File: src/rtl/tap_delay_line.sv
// ============================================================================
//  Module      : tap_delay_line
//  Description : Qualified-shift sample delay line with fill tracking,
//                synchronous flush and an optional running sum of all taps
//                (enabled by defining TAP_DELAY_SUM_EN).
//  Revision    : 1.0 - initial release
// ============================================================================
`default_nettype none

module tap_delay_line #(
    parameter int WIDTH = 8,
    parameter int TAPS  = 4
) (
    input  logic                          clk,
    input  logic                          rst_n,
    input  logic [WIDTH-1:0]              sample_in,
    input  logic                          sample_valid,
    input  logic                          flush,
    output logic [TAPS*WIDTH-1:0]         taps,
    output logic [$clog2(TAPS+1)-1:0]     fill_count,
    output logic                          primed,
    output logic                          shift_pulse
`ifdef TAP_DELAY_SUM_EN
    ,
    output logic [WIDTH+$clog2(TAPS)-1:0] sum_out
`endif
);

    localparam int                C_FILL_W = $clog2(TAPS + 1);
    localparam logic [C_FILL_W-1:0] C_FULL = C_FILL_W'(TAPS);

    logic [WIDTH-1:0]    taps_q [TAPS];
    logic [WIDTH-1:0]    taps_d [TAPS];
    logic [C_FILL_W-1:0] fill_q;
    logic [C_FILL_W-1:0] fill_d;
    logic                pulse_q;
    logic                pulse_d;

    // Flush outranks a sample; a simultaneous sample restarts the line with it.
    always_comb begin
        taps_d  = taps_q;
        fill_d  = fill_q;
        pulse_d = 1'b0;
        if (flush) begin
            for (int k = 0; k < TAPS; k++) begin
                taps_d[k] = '0;
            end
            fill_d = '0;
            if (sample_valid) begin
                taps_d[0] = sample_in;
                fill_d    = C_FILL_W'(1);
                pulse_d   = 1'b1;
            end
        end else if (sample_valid) begin
            for (int k = 1; k < TAPS; k++) begin
                taps_d[k] = taps_q[k-1];
            end
            taps_d[0] = sample_in;
            fill_d    = (fill_q == C_FULL) ? C_FULL : fill_q + C_FILL_W'(1);
            pulse_d   = 1'b1;
        end
    end

    always_ff @(posedge clk or negedge rst_n) begin
        if (!rst_n) begin
            for (int k = 0; k < TAPS; k++) begin
                taps_q[k] <= '0;
            end
            fill_q  <= '0;
            pulse_q <= 1'b0;
        end else begin
            for (int k = 0; k < TAPS; k++) begin
                taps_q[k] <= taps_d[k];
            end
            fill_q  <= fill_d;
            pulse_q <= pulse_d;
        end
    end

    generate
        for (genvar g = 0; g < TAPS; g++) begin : g_flat
            assign taps[g*WIDTH +: WIDTH] = taps_q[g];
        end
    endgenerate

    assign fill_count  = fill_q;
    assign primed      = (fill_q == C_FULL);
    assign shift_pulse = pulse_q;

`ifdef TAP_DELAY_SUM_EN
    localparam int C_SUM_W = WIDTH + $clog2(TAPS);

    logic [C_SUM_W-1:0] sum_q;
    logic [C_SUM_W-1:0] sum_d;

    // Incremental update; the width bound keeps the intermediate result exact.
    always_comb begin
        sum_d = sum_q;
        if (flush) begin
            sum_d = sample_valid ? C_SUM_W'(sample_in) : '0;
        end else if (sample_valid) begin
            sum_d = sum_q + C_SUM_W'(sample_in) - C_SUM_W'(taps_q[TAPS-1]);
        end
    end

    always_ff @(posedge clk or negedge rst_n) begin
        if (!rst_n) begin
            sum_q <= '0;
        end else begin
            sum_q <= sum_d;
        end
    end

    assign sum_out = sum_q;
`endif

endmodule

`default_nettype wire

File: config.mk
export PLATFORM = sky130hd
export DESIGN_NAME = tap_delay_line
export DESIGN_NICKNAME = d
export VERILOG_FILES = /design/src/rtl/tap_delay_line.sv
export SDC_FILE = /design/constraint.sdc
export NUM_CORES = 1
export LEC_CHECK = 0
export CAP_MARGIN = 25
export CORE_ASPECT_RATIO = 1.25
export CORE_MARGIN = 2
export CORE_UTILIZATION = 48
export DETAILED_ROUTE_END_ITERATION = 6
export GPL_ROUTABILITY_DRIVEN = 0
export PLACE_DENSITY = 0.8
export REMOVE_ABC_BUFFERS = 1
export SLEW_MARGIN = 30
export SYNTH_ARGS = -nofsm -noshare
export SYNTH_HDL_FRONTEND = slang
export SYNTH_SLANG_ARGS = --single-unit
File: constraint.sdc
create_clock -name clk -period 2.5 [get_ports clk]
set_input_delay 0.5 -clock clk [delete_from_list [all_inputs] [get_ports clk]]
set_output_delay 0.5 -clock clk [all_outputs]
set_load 0.05 [all_outputs]
==> results of run 1 <==
[Yosys cell counts, drive strengths merged]
cell    instances  area [um2]
dfrtp          36       900.9
nor2           26       100.1
mux2i          25       250.2
a22o            8       70.07
buf             7       75.07
inv             3       11.26
ha              2       25.02
a21oi           1       5.000
and2            1       6.260
and4b           1       10.01
nand2           1       3.750
nor3            1       10.01
o311ai          1       8.760
or3b            1       8.760
[timing repair]
item | CTS | global route
endpoints found under the hold margin | 0 | 0
gates resized for setup | 0 | 1
endpoints found under the setup margin | 0 | 1
[through the flow]
step / utilization [%] / power (mW)
floorplan: - / 0.7788
global placement: 66.57 / 0.8913
detailed placement: 66.57 / 0.8985
CTS: 69.80 / 1.354
global route: 69.88 / 1.401
finish: 69.88 / 1.337
[routing by layer]
| layer | global-route usage, % | up-vias | wire (um) |
|---|---|---|---|
| met2 | 30.49 | 24 | 1642 |
| li1 | - | 492 | - |
| met5 | 0 | - | 0 |
| met4 | 9.615 | 0 | 50 |
| met1 | 22.58 | 505 | 1167 |
| met3 | 6.335 | 4 | 99 |
[layout make-up]
cell class	instances	area, um2	share of cell area, %
Inverter	3	11.26	0.5471
Clock buffer	7	65.06	3.161
Sequential cell	36	900.9	43.77
Tap cell	36	45.04	2.188
Clock inverter	1	30.03	1.459
Timing Repair Buffer	52	508.0	24.68
Multi-Input combinational cell	68	498.0	24.19
[flip-flops by register name, indices dropped and copies added, names as in the netlist]
signal and flops:
fill_count 3, taps 32, shift_pulse 1
[worst max path at each step]
stage                     cells past startpoint             to     startpoint
after CTS                                     4         primed  fill_count[0]
after global placement                        4         primed  fill_count[0]
after global routing                          1  fill_count[0]  fill_count[0]
after detailed placement                      4         primed  fill_count[0]
after floorplan                               3         primed  fill_count[0]
final                                         1  fill_count[0]  fill_count[0]
[power groups by stage]
| stage | combinational [mW] | clock [mW] | sequential [mW] |
|---|---|---|---|
| 6_report | 0.254 | 0.453 | 0.630 |
| 5_1_grt | 0.269 | 0.498 | 0.634 |
| 3_5_place_dp | 0.257 | 0 | 0.642 |
| 2_1_floorplan | 0.0475 | 0 | 0.731 |
| 4_1_cts | 0.257 | 0.467 | 0.630 |
| 3_3_place_gp | 0.252 | 0 | 0.639 |
[kinds of logic after synthesis]
kind of cell	count (synthesis)	share of synthesized area [%]
AOI/OAI and AO/OA	10	5.644
adders and majority gates	2	1.685
buffers and inverters	10	5.813
DFF	36	60.66
muxes	25	16.85
and+or+nand+nor	31	9.352
==> qor.yml, run 1 <==
status: "finished clean"
clock_latency_ns: 0.33
cts_hold_buf: 0
antenna_found_initial: 0
dp_hpwl_mm: 2.130
clkPwrFrac_pct: 33.9
area_growth_pct: 38.58
cts_sinks: 36
hold_viol_final: 0
cts_buffers: 5
min_from: "taps[0]"
fmax_ghz: 0.4777
crit_path_max_incr_delay_ns: 0.83
final_area_um2: 2058
synth_seq_cells: 36
place_ws_ns: 0.4123
cts.clk_slew.worst_paths_ns: 0.11
r2r_start: "fill_count[0]"
ios: 49
syn_area_um2: 1485
yosysSeqAreaShare_pct: 60.66
track_usage_pct: 19.16
reg2reg_slack_ns: 1.30
rr_endpoint: "fill_count[0]"
num-nets-final: 180
hp-class: "reg2reg"
fin_crit_sh_pct: 83.73
min_to: "taps[0]"
cts_setup_buffers: 0
power.leakage_nw: 1.006
fin_skew_ns: 0.01063
grt_pass1_vias: 1011
row_count: 22
port_buffers: 48
wl_mm: 2.960
syn_avg_cell_area_um2: 13.03
cts-root-buf: "clkbuf_4"
path_max_fanout: 5
path_class: "reg2out"
htree_levels: 2
ys_types: 19
setup_viol: 0
crit_arrival_ns: 1.59
cts_tree: "yes"
fin_cells: 203
start_kind: "register"
die_w_um: 53.75
setup_tns_ns: 0
design.die.area_um2: 3558
slew_headroom_pct: 47.08
drc: 0
crit_required_ns: 2.00
slowest_stage: "clkdlybuf4s50_1"
critPathCaptureType: "primary output"
grt-ovfl-total: 0
cap_violations: 0
worstMarginPinSlew_ns: 0.7938
first_pass_iters: 3
rsz0062_at_grt: "false"
powerDensity_nw_per_um2: 649.5
cp_top_family: "buffers and inverters"
most-common-layout-cells: "clkdlybuf4s50_1, dfrtp_1, mux2i_1, nor2_1, a22o_1"
clockBufferDepth: 2
p_sw_mw: 0.3689
antenna_left: 0
drt_iter0_markers: 19
min_delay_path_depth: 1
via_per_inst: 5.049
power_frac_comb_pct: 19.0
netSwitchingFraction_pct: 27.60
holdWs_ns: 0.5331
cp_cell_sequence: "clkdlybuf4s50_1"
drt-wirelength-per-cell_um: 14.58
num_antenna_cells: 0
chipHeight_um: 66.19
yosys_warnings: 0
fin_ws_ns: 0.4067
drive_above_1_share_pct: 10.18
slew_viol_final: 0
period_needed_ns: 2.093
critPathBufInv: 1
ir_drop_uv: 661.8
grt_pass1_wl_mm: 4.774
initial_core_util_pct: 50.42
p_seq_share_pct: 47.1
reg2regPathDepth: 4
dp_cells: 195
dpl_cell_area_um2: 1961
core_um2: 2945
vias: 1025
grt_max_degree: 37
fillCellCount: 212
p_int_mw: 0.9678
netlist_instances: 114
layout_commonest_cell: "clkdlybuf4s50_1"
Power figures use the tool's default switching activity.
==> run 2, diff against run 1 <==
Settings changed: CORE_UTILIZATION 48 to 40, PLACE_DENSITY 0.8 to 0.71.
Clock period 2.5 ns to 1.7 ns, I/O delays scaled along.
==> run 2 against run 1 <==
Sequential power grew 48%. Clock power grew 21%. First-iteration DRC count grew 68%. Power grew 38%. Critical path depth grew 3. Critical path type unchanged. Cell count grew 0.99%. Routed wire length grew 3.6%. Critical endpoint is now primed. Largest cell class unchanged. Die area grew 19%. Highest routed layer unchanged. Global-route usage shrank 2.5 points. Core utilization shrank 14 points.
==> qor.yml, run 2 (same netlist as run 1, synthesis figures left out) <==
num_antenna_cells: 0  # unchanged
cts_hold_buf: 0  # unchanged
drt-wirelength-per-cell_um: 14.96  # +2.6%
design.die.area_um2: 4219  # +19%
port_buffers: 48  # unchanged
drive_above_1_share_pct: 33.13  # +23 points
num-nets-final: 180  # unchanged
layout_commonest_cell: "buf_4"
cts_setup_buffers: 0  # unchanged
track_usage_pct: 16.67  # -2.5 points
slew_viol_final: 0  # unchanged
cp_cell_sequence: "inv_1 -> ha_1 -> and2_4 -> buf_12"
cts_sinks: 36  # unchanged
grt_max_degree: 37  # unchanged
slew_headroom_pct: 47.64  # +0.56 points
largest_register_ff_count: 32  # unchanged
antenna_left: 0  # unchanged
critPathBufInv: 2  # +1
grt_pass1_vias: 1039  # +2.8%
grt-ovfl-total: 0  # unchanged
chipHeight_um: 72.13  # +9.0%
crit_required_ns: 1.36  # -0.64 ns
core_um2: 3513  # +19%
setup_viol: 0  # unchanged
path_class: "reg2out"
start_kind: "register"
dp_hpwl_mm: 2.249  # +5.6%
drc: 0  # unchanged
clockBufferDepth: 2  # unchanged
powerDensity_nw_per_um2: 939.6  # +45%
path_max_fanout: 5  # unchanged
ios: 49  # unchanged
most-common-layout-cells: "buf_4, dfrtp_1, mux2i_1, nor2_1, clkdlybuf4s50_1"
r2r_start: "fill_count[0]"
fin_skew_ns: 0.001429  # -0.009201 ns
hold_viol_final: 0  # unchanged
finalPower_mw: 1.842  # +38%
die_w_um: 58.50  # +8.8%
htree_levels: 2  # unchanged
cts_tree: "yes"
critPathCaptureType: "primary output"
fmax_ghz: 0.6158
power.leakage_nw: 1.046  # +3.9%
worstMarginPinSlew_ns: 0.7854  # -0.008378 ns
hp-class: "in2async"
via_per_inst: 5.112  # +1.2%
cap_violations: 0  # unchanged
initial_core_util_pct: 42.27  # -8.2 points
critPathLaunch: "fill_count[0]"
setup_tns_ns: 0  # unchanged
cts-root-buf: "clkbuf_8"
crit_path_max_incr_delay_ns: 0.44  # -0.39 ns
ir_drop_uv: 637.2  # -3.7%
grt_pass1_wl_mm: 5.099  # +6.8%
fin_util_pct: 55.80  # -14 points
clock_latency_ns: 0.28  # -0.05 ns
crit_arrival_ns: 1.28  # -0.31 ns
status: "finished clean"
slowest_stage: "dfrtp_2"
cts.clk_slew.worst_paths_ns: 0.07  # -0.04 ns
vias: 1048  # +2.2%
rsz0062_at_grt: "false"
wl_mm: 3.066  # +3.6%
period_needed_ns: 1.624
row_count: 24  # +9.1%
cts_buffers: 5  # unchanged
fin_crit_sh_pct: 95.52
first_pass_iters: 4  # +1
antenna_found_initial: 0  # unchanged
drt_iter0_markers: 32  # +13
cp_top_family: "flip-flops"
area_growth_pct: 32.01
fillCellCount: 293  # +38%
run 2: what timing repair did:
action	CTS	global route
endpoints found under the setup margin	1	1
cloned	0	0
gates resized for setup	1	1
run 2: layout make-up:
cell class | instances | area (um2) | share of cell area, %
clock inverters | 1 | 5.005 | 0.2553
flip-flops and latches | 36 | 902.1 | 46.01
multi-input cells | 68 | 500.5 | 25.53
well taps | 39 | 48.80 | 2.489
clock buffers | 6 | 72.57 | 3.701
repair buffers | 52 | 420.4 | 21.44
inverters | 3 | 11.26 | 0.5743
run 2: worst reg2reg max path, cell delays in order, from the launching register on:
cell and delay [ns]:
dfrtp_2 0.41, inv_1 0.06, ha_1 0.22, and2_4 0.16
o311ai_1 0.21
run 2: where the power goes:
group,switching (mW),total [mW],internal [mW]
registers,0.0342,0.930,0.896
clock network,0.271,0.549,0.278
logic,0.238,0.363,0.126
total,0.543,1.84,1.30
run 2: worst paths after layout:
| kind | to | slack [ns] | depth (start not counted) |
|---|---|---|---|
| min in group clk | fill_count[0] | 0.38 | 3 |
| min reg2reg | taps[31] | 0.53 | 2 |
| max in group asynchronous | fill_count[0] | 1.02 | 1 |
| max reg2reg | fill_count[0] | 0.53 | 4 |
| max | primed | 0.08 | 4 |
| min | taps[16] | 0.14 | 1 |
run 2: metal layers:
metal,GRT usage (%),wire length [um]
met2,25.22,1584
met3,5.526,246
met1,21.24,1204
met5,0,0
met4,8.527,31
run 2: stage by stage:
stage	cells	hold slack [ns]	instance area [um2]	worst slack (ns)
after detailed placement	198	0.4662	1879	0.2157
after global routing	205	0.1998	1961	0.002747
after global placement	198	0.4438	1879	0.2258
after CTS	205	0.1572	1959	0.01449
final	205	0.1393	1961	0.07615
after floorplan	107	0.04441	1410	0.06938
